===== src/rtl/apb4_master_bridge.sv =====
`default_nettype none
// apb4_master_bridge: turns single-cycle requester transfers into APB4 SETUP/ACCESS phases.
// Rev 1.0 - PREADY-wait timeout aborts a hung access with SSLVERR/STIMEOUT.
module apb4_master_bridge #(
  parameter int APB_ADDR_WIDTH = 32,
  parameter int APB_DATA_WIDTH = 32,
  parameter int APB_STRB_WIDTH = APB_DATA_WIDTH / 8,
  parameter int APB_PROT_WIDTH = 3,
  parameter int TIMEOUT_CYCLES = 16
) (
  input  logic                      PCLK,
  input  logic                      PRESET,
  input  logic                      transfer,
  input  logic                      SWRITE,
  input  logic [APB_ADDR_WIDTH-1:0] SADDR,
  input  logic [APB_DATA_WIDTH-1:0] SWDATA,
  input  logic [APB_STRB_WIDTH-1:0] SSTRB,
  input  logic [APB_PROT_WIDTH-1:0] SPROT,
  output logic                      SREADY,
  output logic                      SDONE,
  output logic [APB_DATA_WIDTH-1:0] SRDATA,
  output logic                      SSLVERR,
  output logic                      STIMEOUT,
  output logic                      PSEL,
  output logic                      PENABLE,
  output logic                      PWRITE,
  output logic [APB_ADDR_WIDTH-1:0] PADDR,
  output logic [APB_DATA_WIDTH-1:0] PWDATA,
  output logic [APB_STRB_WIDTH-1:0] PSTRB,
  output logic [APB_PROT_WIDTH-1:0] PPROT,
  input  logic                      PREADY,
  input  logic                      PSLVERR,
  input  logic [APB_DATA_WIDTH-1:0] PRDATA,
  output logic [1:0]                cs
);

  localparam int CNT_W = (TIMEOUT_CYCLES > 0) ? $clog2(TIMEOUT_CYCLES + 1) : 1;
  localparam logic [CNT_W-1:0] CNT_LAST = (TIMEOUT_CYCLES > 0) ? CNT_W'(TIMEOUT_CYCLES - 1) : '0;

  typedef enum logic [1:0] {
    ST_IDLE   = 2'd0,
    ST_SETUP  = 2'd1,
    ST_ACCESS = 2'd2
  } state_t;

  state_t                    state_q, state_d;
  logic [CNT_W-1:0]          cnt_q, cnt_d;
  logic                      pwrite_q, pwrite_d;
  logic [APB_ADDR_WIDTH-1:0] paddr_q, paddr_d;
  logic [APB_DATA_WIDTH-1:0] pwdata_q, pwdata_d;
  logic [APB_STRB_WIDTH-1:0] pstrb_q, pstrb_d;
  logic [APB_PROT_WIDTH-1:0] pprot_q, pprot_d;
  logic [APB_DATA_WIDTH-1:0] srdata_q, srdata_d;
  logic                      sdone_q, sdone_d;
  logic                      sslverr_q, sslverr_d;
  logic                      stimeout_q, stimeout_d;
  logic                      accept;
  logic                      timeout_hit;

  assign SREADY      = (state_q == ST_IDLE) | ((state_q == ST_ACCESS) & PREADY);
  assign accept      = transfer & SREADY;
  // A ready slave on the last allowed cycle still completes normally.
  assign timeout_hit = (TIMEOUT_CYCLES > 0) && (state_q == ST_ACCESS) && !PREADY && (cnt_q == CNT_LAST);

  always_comb begin
    state_d    = state_q;
    cnt_d      = cnt_q;
    pwrite_d   = pwrite_q;
    paddr_d    = paddr_q;
    pwdata_d   = pwdata_q;
    pstrb_d    = pstrb_q;
    pprot_d    = pprot_q;
    srdata_d   = srdata_q;
    sdone_d    = 1'b0;
    sslverr_d  = 1'b0;
    stimeout_d = 1'b0;

    unique case (state_q)
      ST_IDLE: begin
        if (transfer) state_d = ST_SETUP;
      end
      ST_SETUP: begin
        state_d = ST_ACCESS;
      end
      ST_ACCESS: begin
        if (PREADY) begin
          sdone_d   = 1'b1;
          sslverr_d = PSLVERR;
          if (!pwrite_q) srdata_d = PRDATA;
          cnt_d     = '0;
          state_d   = transfer ? ST_SETUP : ST_IDLE;
        end else if (timeout_hit) begin
          sdone_d    = 1'b1;
          sslverr_d  = 1'b1;
          stimeout_d = 1'b1;
          cnt_d      = '0;
          state_d    = ST_IDLE;
        end else if (TIMEOUT_CYCLES > 0) begin
          cnt_d = cnt_q + CNT_W'(1);
        end
      end
      default: begin
        state_d = ST_IDLE;
        cnt_d   = '0;
      end
    endcase

    // Reads drive PSTRB low.
    if (accept) begin
      pwrite_d = SWRITE;
      paddr_d  = SADDR;
      pwdata_d = SWDATA;
      pstrb_d  = SWRITE ? SSTRB : '0;
      pprot_d  = SPROT;
    end
  end

  always_ff @(posedge PCLK) begin
    if (PRESET) begin
      state_q    <= ST_IDLE;
      cnt_q      <= '0;
      pwrite_q   <= 1'b0;
      paddr_q    <= '0;
      pwdata_q   <= '0;
      pstrb_q    <= '0;
      pprot_q    <= '0;
      srdata_q   <= '0;
      sdone_q    <= 1'b0;
      sslverr_q  <= 1'b0;
      stimeout_q <= 1'b0;
    end else begin
      state_q    <= state_d;
      cnt_q      <= cnt_d;
      pwrite_q   <= pwrite_d;
      paddr_q    <= paddr_d;
      pwdata_q   <= pwdata_d;
      pstrb_q    <= pstrb_d;
      pprot_q    <= pprot_d;
      srdata_q   <= srdata_d;
      sdone_q    <= sdone_d;
      sslverr_q  <= sslverr_d;
      stimeout_q <= stimeout_d;
    end
  end

  assign PSEL     = (state_q != ST_IDLE);
  assign PENABLE  = (state_q == ST_ACCESS);
  assign PWRITE   = pwrite_q;
  assign PADDR    = paddr_q;
  assign PWDATA   = pwdata_q;
  assign PSTRB    = pstrb_q;
  assign PPROT    = pprot_q;
  assign SRDATA   = srdata_q;
  assign SDONE    = sdone_q;
  assign SSLVERR  = sslverr_q;
  assign STIMEOUT = stimeout_q;
  assign cs       = state_q;

endmodule
`default_nettype wire

===== config.mk =====
export PLATFORM = sky130hd
export DESIGN_NAME = apb4_master_bridge
export DESIGN_NICKNAME = d
export VERILOG_FILES = /design/src/rtl/apb4_master_bridge.sv
export SDC_FILE = /design/constraint.sdc
export NUM_CORES = 1
export LEC_CHECK = 0
export CORE_ASPECT_RATIO = 2
export CORE_MARGIN = 4
export CORE_UTILIZATION = 44
export CTS_CLUSTER_SIZE = 10
export DETAILED_ROUTE_END_ITERATION = 10
export GPL_TIMING_DRIVEN = 0
export PLACE_DENSITY = 0.86
export SETUP_SLACK_MARGIN = 0.5
export SLEW_MARGIN = 20
export SYNTH_ARGS = -nofsm -noshare
export SYNTH_HDL_FRONTEND = slang
export SYNTH_SLANG_ARGS = --single-unit

===== constraint.sdc =====
create_clock -name PCLK -period 3.45 [get_ports PCLK]
set_clock_uncertainty 0.15 [all_clocks]
set_input_delay 0.69 -clock PCLK [delete_from_list [all_inputs] [get_ports PCLK]]
set_output_delay 0.69 -clock PCLK [all_outputs]
set_load 0.03 [all_outputs]

## After elaboration in Yosys (flattened, before gate mapping)

Cells that the tools add are included.

| storage, ports and cells | value |
|---|---|
| latch bits | 0 |
| output and inout port bits | 112 |
| memories kept | 0 |
| bits of input ports | 109 |
| RAM bits | 0 |
| ROM bits | 0 |
| word-level logic and storage cells | 44 |
| register bits after elaboration | 114 |

| operators by class | value |
|---|---|
| $add $sub $neg | 1 |
| $lt $le $gt $ge | 0 |
| equal/unequal tests | 5 |
| div/mod/pow operators | 0 |
| muxes and demuxes | 12 |
| bitwise operators | 5 |
| multiply operators | 0 |
| shift-type cells | 0 |
| reduce and logical (&&, ||, !) cells | 10 |

Operators by type and width:

| kind | count |
|---|---|
| $mux 5 | 2 |
| $pmux 5 s2 | 1 |
| $mux 2 | 3 |
| $pmux 2 s3 | 1 |
| $add 5x1->5 const B | 1 |
| $eq 5x4->1 const B | 1 |
| $mux 1 | 4 |
| $mux 4 | 1 |
| $reduce_or 2->1 | 2 |
| $ne 3x1->1 const B | 1 |
| $reduce_and 3->1 | 1 |
| $reduce_or 3->1 | 1 |
| $and 1x1->1 | 2 |
| $eq 2x1->1 const B | 1 |
| $eq 2x2->1 const B | 1 |
| $logic_and 1x1->1 | 2 |
| $logic_not 2->1 | 1 |
| $ne 2x2->1 const B | 1 |
| $not 1->1 | 2 |
| $reduce_and 2->1 | 1 |
| $reduce_bool 2->1 | 1 |
| $logic_not 1->1 | 1 |
| $or 1x1->1 | 1 |

## Logic depth before layout (Yosys ltp)

Gate-level depths: netlist (run 1).

| logic depth | value |
|---|---|
| depth after elaboration | 6 |
| gate-level depth with buffers | 6 |
| gate-level depth less buffers | 4 |

## Worst setup path before layout (run 1)

Ideal clock, no wire load.

| timing | value |
|---|---|
| kind | input-to-output |
| from | in PREADY |
| to | out SREADY |
| stages on the path | 4 |
| path slack | 1192 ps |
| data required time | 2610 ps |
| arrival | 1418 ps |
| buffers on the path | 2 |
| path through | nor2b_2 > buf_4 > buf_6 > nor2_1 |

| between the ends | value |
|---|---|
| longest elaborated chain between the ends | 2 |

RTL lines:

| element | RTL line | source |
|---|---|---|
| start, declared | 31 | `input logic PREADY,` |
| $and 1x1->1 | 60 | `assign SREADY = (state_q == ST_IDLE) \| ((state_q == ST_ACCESS) & PREADY);` |
| $or 1x1->1 | 60 |  |
| end, declared | 19 | `output logic SREADY,` |

Every way passes these cells.

## Worst setup path in the final report (run 1)

| timing | value |
|---|---|
| from | reg state_q[1] (netlist: cs[1]) |
| to | out PSEL |

| between the ends | value |
|---|---|
| longest elaborated chain between the ends | 1 |

RTL lines:

| element | RTL line | source |
|---|---|---|
| start, declared | 46 | `state_t state_q, state_d;` |
| start signal, assigned | 132 | `state_q <= state_d;` |
| $reduce_bool 2->1 | 146 | `assign PSEL = (state_q != ST_IDLE);` |
| end, declared | 24 | `output logic PSEL,` |

Every way passes these cells.

==> results of run 1 <==
power groups by stage:
stage	Sequential, W	Clock [W]	Combinational (W)
3_5_place_dp	0.00144	0	0.000616
6_report	0.00141	0.00189	0.000618
3_3_place_gp	0.00143	0	0.000601
5_1_grt	0.00142	0.00197	0.000655
2_1_floorplan	0.00155	0	0.000186
4_1_cts	0.00141	0.00191	0.000620
sequential cells by signal, indices dropped and copies added, names as in the netlist:
register	cells
PADDR	32
PPROT	3
PSTRB	4
PWDATA	32
PWRITE	1
SDONE	1
SRDATA	32
SSLVERR	1
STIMEOUT	1
cnt_q	5
cs	2
metrics by stage:
stage | power [W] | worst slack (ps)
6_report | 0.00392 | 600
5_1_grt | 0.00405 | 539
4_1_cts | 0.00394 | 524
3_5_place_dp | 0.00206 | -10.2
3_3_place_gp | 0.00204 | 6.52
2_1_floorplan | 0.00174 | 1190
cells in the final DEF, fill, tap and decap left out, types with 17 or more instances in the layout:
cell / n
clkdlybuf4s50_1: 217
dfxtp_1: 114
a21oi_1: 78
nand3_1: 69
o21ai_1: 59
nand2_1: 38
nand2_2: 30
a21oi_2: 30
clkbuf_1: 17
clkbuf_16: 17
worst max-delay path, cell delays in order, from the launching register on:
cell	delay [ps]
dfxtp_1	490
clkbuf_2	280
or2_2	150
clkdlybuf4s50_1	680
per-layer routing:
metal,wire [um],share of wire,global-route usage,up-vias
met5,0,0,0,-
met4,556,0.035,0.122,0
met3,1240,0.077,0.0858,45
met2,9100,0.57,0.502,218
met1,5140,0.32,0.242,2256
li1,-,-,-,2299
cell type report:
type,instances,area [um2]
inverters,1,3.75
repair buffers,221,2210
clock inverters,12,179
flip-flops and latches,114,2280
fillers,784,2530
multi-input cells,351,1930
well taps,135,169
clock buffers,20,467
plain buffers,54,375
cell families after synthesis:
kind of cell	Yosys count	synth area share
flip-flops	114	0.497
adder cells (fa/ha/maj)	1	0.00272
XOR/XNOR	1	0.00191
AO/OA/AOI/OAI	184	0.227
buffers and inverters	55	0.0823
AND/OR/NAND/NOR	165	0.189
repair_timing:
action | in CTS | in global routing
setup endpoints to repair | 3 | 2
buffers inserted | 0 | 1
gates resized for setup | 3 | 3
hold endpoints to repair | 0 | 0
final timing paths:
path                     startpoint                endpoint  cells after the start
max reg2reg      cs[1]$_SDFFE_PP0P_  PADDR[11]$_SDFFE_PP0P_                      5
min          SRDATA[7]$_SDFFE_PP0P_  SRDATA[7]$_SDFFE_PP0P_                      2
min reg2reg  SRDATA[7]$_SDFFE_PP0P_  SRDATA[7]$_SDFFE_PP0P_                      2
max              cs[1]$_SDFFE_PP0P_                    PSEL                      3
==> results.toml, run 1 <==
[yosys]
synth_top_area_share = 0.497
synthTopCellsByArea = "dfxtp_1 50%, a21oi_1 8.5%, nand3_1 7.5%"
yosysTopAreaCell = "dfxtp_1"
synth_commonest_cells = "114 x dfxtp_1, 78 x a21oi_1, 69 x nand3_1, 59 x o21ai_1, 38 x nand2_1"
syn_avg_cell_area_um2 = 8.83
yosysSeqAreaShare = 0.497
yosys_most_used_dff = "dfxtp_1"
synth-edff-count = 0
yosysMostFrequentCell = "dfxtp_1"
synth_cell_types = 33
syn_inst = 520
synth_fp_nets = 630
yosys_warnings = 0
synthArstFlopShare = 0
syn_area_um2 = 4590
synth_seq_cells = 114

[grt]
grt_antenna_before_repair = 0
grt_pass1_wl_um = 25400
grt.overflow.total = 0
grt_max_degree = 17
grt_pass1_vias = 5117
grt_util_all_layers = 0.265

[critical_path]
path_class = "reg2out"
endpoint_kind = "primary output"
cp_data_arrival_time_ps = 2010
cp-start-kind = "register"
r2r_slack_ps = 1670
cp_max_fo = 10
worst-endpoint-required_ps = 2610

[place]
port_buffers = 220
place_congestion = 0.873
dpl_cell_area_um2 = 6960
dp.cells = 875
dp_hpwl_um = 12200

[flow_run]
maxCapViolations = 0

[route]
drtPass1Iterations = 4
viasPerCell = 5.31
wire_per_inst_um = 17.7
ant_nets = 0
dr_total_vias = 4818
drtIter0Drc = 207
drcViolationCount = 0
wl_um = 16000

[cells_and_area]
fin_area_um2 = 7610
layout-drive-gt1-share = 0.173
nNetsFinal = 870
area_delta_synth_final_pct = 65.8
stdcell_count = 908
diodes = 0
fin_util = 0.750

[floorplan]
io_pins = 221
die_h_um = 152
die_area_um2 = 12200
die_width_um = 80.2
coreArea_um2 = 10100
placementRows = 52
initial_utilization = 0.453

[pwr]
seqPwrFrac = 0.360
p_sw_frac = 0.251
p_sw_w = 0.000986
combPwrFrac = 0.158
pwr_density_cell_nw_per_um2 = 515
irDropWorstVdd_v = 0.000441
p_clk_frac = 0.482
p_leak_nw = 2.72
p_int_w = 0.00294

[status]
outcome = "completed"

[clock_network]
clk_root_buffer_cell = "clkbuf_16"
worstSkewPairLatency_ps = 410
clk_pin_slew_ps = 60
cts_buffer_depth = 2
cts_made_buffers = 17
cts_tree = "done"
ctsHoldBuffers = 0
htree_levels = 4
clock_sinks = 114

[sta]
hold_viol = 0
whs_ps = 318
finalSetupViolCount = 0
finalCritPeriodShare = 0.826
slew_headroom = 0.560
worstMarginPinSlew_ps = 660
min_period_ps = 2850
max_clock_freq_mhz = 351
setup_tns_ps = 0
rsz0062_at_grt = "no"
slew_violations = 0

[worst_hold_path]
min_path_type = "reg2reg"
Note: power is estimated with default switching activity, not from simulation.
==> run 2: changes to the inputs <==
- CORE_UTILIZATION: 44 -> 37
- PLACE_DENSITY: 0.86 -> 0.77
- clock period: 3.45 -> 2.57 ns (I/O delays scaled with it)
==> results.toml, run 2 (synthesized netlist as in run 1, its figures left out) <==
[route]
drtIter0Drc = 167
viasPerCell = 5.14
drtPass1Iterations = 5
wl_um = 15900
drcViolationCount = 0
ant_nets = 0
wire_per_inst_um = 17.2
dr_total_vias = 4760

[critical_path]
reg2reg_from = "cs[0]$_SDFFE_PP0P_"
path_depth = 5
cp-start-kind = "register"
r2r_end = "PADDR[23]$_SDFFE_PP0P_"
cp_slowest_cell = "dfxtp_4"
path_class = "reg2out"
cp_cell_sequence = "nor2b_4 -> buf_8 -> buf_8 -> nor2_4 -> buf_6"
crit_buf_inv = 3
cp_common_cell = "buf_8"
crit_family = "buffers and inverters"
cp_max_fo = 5
worst-endpoint-required_ps = 1910
endpoint = "SREADY"
reg2reg_depth = 6
cp-startpoint = "cs[1]$_SDFFE_PP0P_"
cp_data_arrival_time_ps = 1370
critical-path-max-stage-delay_ps = 360
endpoint_kind = "primary output"
r2r_slack_ps = 930

[clock_network]
cts_made_buffers = 17
cts_buffer_depth = 2
clock_sinks = 114
clk_pin_slew_ps = 50
worstSkewPairLatency_ps = 400
clk_root_buffer_cell = "clkbuf_16"
ctsHoldBuffers = 0
htree_levels = 4
cts_tree = "done"

[grt]
grt_util_all_layers = 0.220
grt_pass1_wl_um = 24400
grt_pass1_vias = 4930
grt_max_degree = 17
grt.overflow.total = 0
grt_antenna_before_repair = 0

[floorplan]
die_area_um2 = 14400
placementRows = 57
die_h_um = 166
io_pins = 221
coreArea_um2 = 12100
initial_utilization = 0.379
die_width_um = 86.8

[pwr]
pwr_density_cell_nw_per_um2 = 696
p_leak_nw = 3.23
irDropWorstVdd_v = 0.000447

[place]
place_congestion = 0.841
dpl_cell_area_um2 = 6980
dp_hpwl_um = 12200
port_buffers = 220

[sta]
max_clock_freq_mhz = 491
finalCritPeriodShare = 0.792
worstMarginPinSlew_ps = 573
min_period_ps = 2030
rsz0062_at_grt = "yes"
hold_viol = 0
slew_headroom = 0.618
slew_violations = 0
finalSetupViolCount = 0

[cells_and_area]
diodes = 0
layout-drive-gt1-share = 0.187
nNetsFinal = 876
fin_area_um2 = 7590
area_delta_synth_final_pct = 65.2
final_common_cell = "dfxtp_1"
final_cell_mix = "113 x dfxtp_1, 109 x dlygate4sd2_1, 107 x clkdlybuf4s50_1"
fin_util = 0.626

[status]
outcome = "completed"

[flow_run]
maxCapViolations = 0

[worst_hold_path]
min_path_type = "reg2reg"
==> run 2: final cells by class <==
type	instances	area [um2]
Tap cell	147	184
Buffer	54	397
Fill cell	1112	4540
Clock inverter	13	208
Sequential cell	114	2290
Clock buffer	19	453
Inverter	1	3.75
Timing Repair Buffer	227	2110
Multi-Input combinational cell	351	1950
==> run 2: per-stage QoR <==
stage               setup slack [ps]  instances  total power (W)  TNS, ps  hold WS, ps
floorplan                        555        520          0.00233        0          271
global placement                -553        887          0.00274     -553          286
detailed placement              -562        887          0.00276     -562          291
CTS                              388        921          0.00533        0          305
global route                     489        926          0.00547        0          300
finish                           535        926          0.00528        0          308
==> run 2: worst register-to-register path, cell delays in order (launching register included) <==
cell,delay (ps)
dfxtp_1,330
buf_6,150
nor2b_1,130
buf_2,260
buf_2,290
nand3_1,110
a21oi_1,140
==> run 2: how the worst min path moves through the flow <==
stage                                     start                    end  slack, ps  cells past startpoint
final                     cnt_q[4]$_SDFFE_PP0N_  cnt_q[4]$_SDFFE_PP0N_        310                      2
after detailed placement  cnt_q[4]$_SDFFE_PP0N_  cnt_q[4]$_SDFFE_PP0N_        290                      2
after global placement    cnt_q[4]$_SDFFE_PP0N_  cnt_q[4]$_SDFFE_PP0N_        290                      2
after floorplan           cnt_q[4]$_SDFFE_PP0N_  cnt_q[4]$_SDFFE_PP0N_        270                      2
after CTS                 cnt_q[4]$_SDFFE_PP0N_  cnt_q[4]$_SDFFE_PP0N_        300                      2
after global routing                     PREADY     SSLVERR$_SDFF_PP0_        300                      3
==> run 2: what timing repair did <==
| item | 4_1_cts | 5_1_grt |
|---|---|---|
| buffers inserted | 2 | 5 |
| endpoints found under the setup margin | 119 | 1 |
| pin swaps | 0 | 1 |
| resized for setup | 138 | 8 |
==> run 2: power by group <==
part           switching [W]  internal (W)
combinational       0.000442      0.000342
clock               0.000834       0.00177
sequential         0.0000387       0.00185
total                0.00131       0.00396
==> run 2: per-layer routing <==
layer	global-route usage	up-vias	part of all wire	wire length, um
li1	-	2310	-	-
met5	0	-	0	0
met1	0.209	2179	0.34	5370
met4	0.0972	0	0.034	540
met3	0.0645	47	0.072	1150
met2	0.420	224	0.56	8850
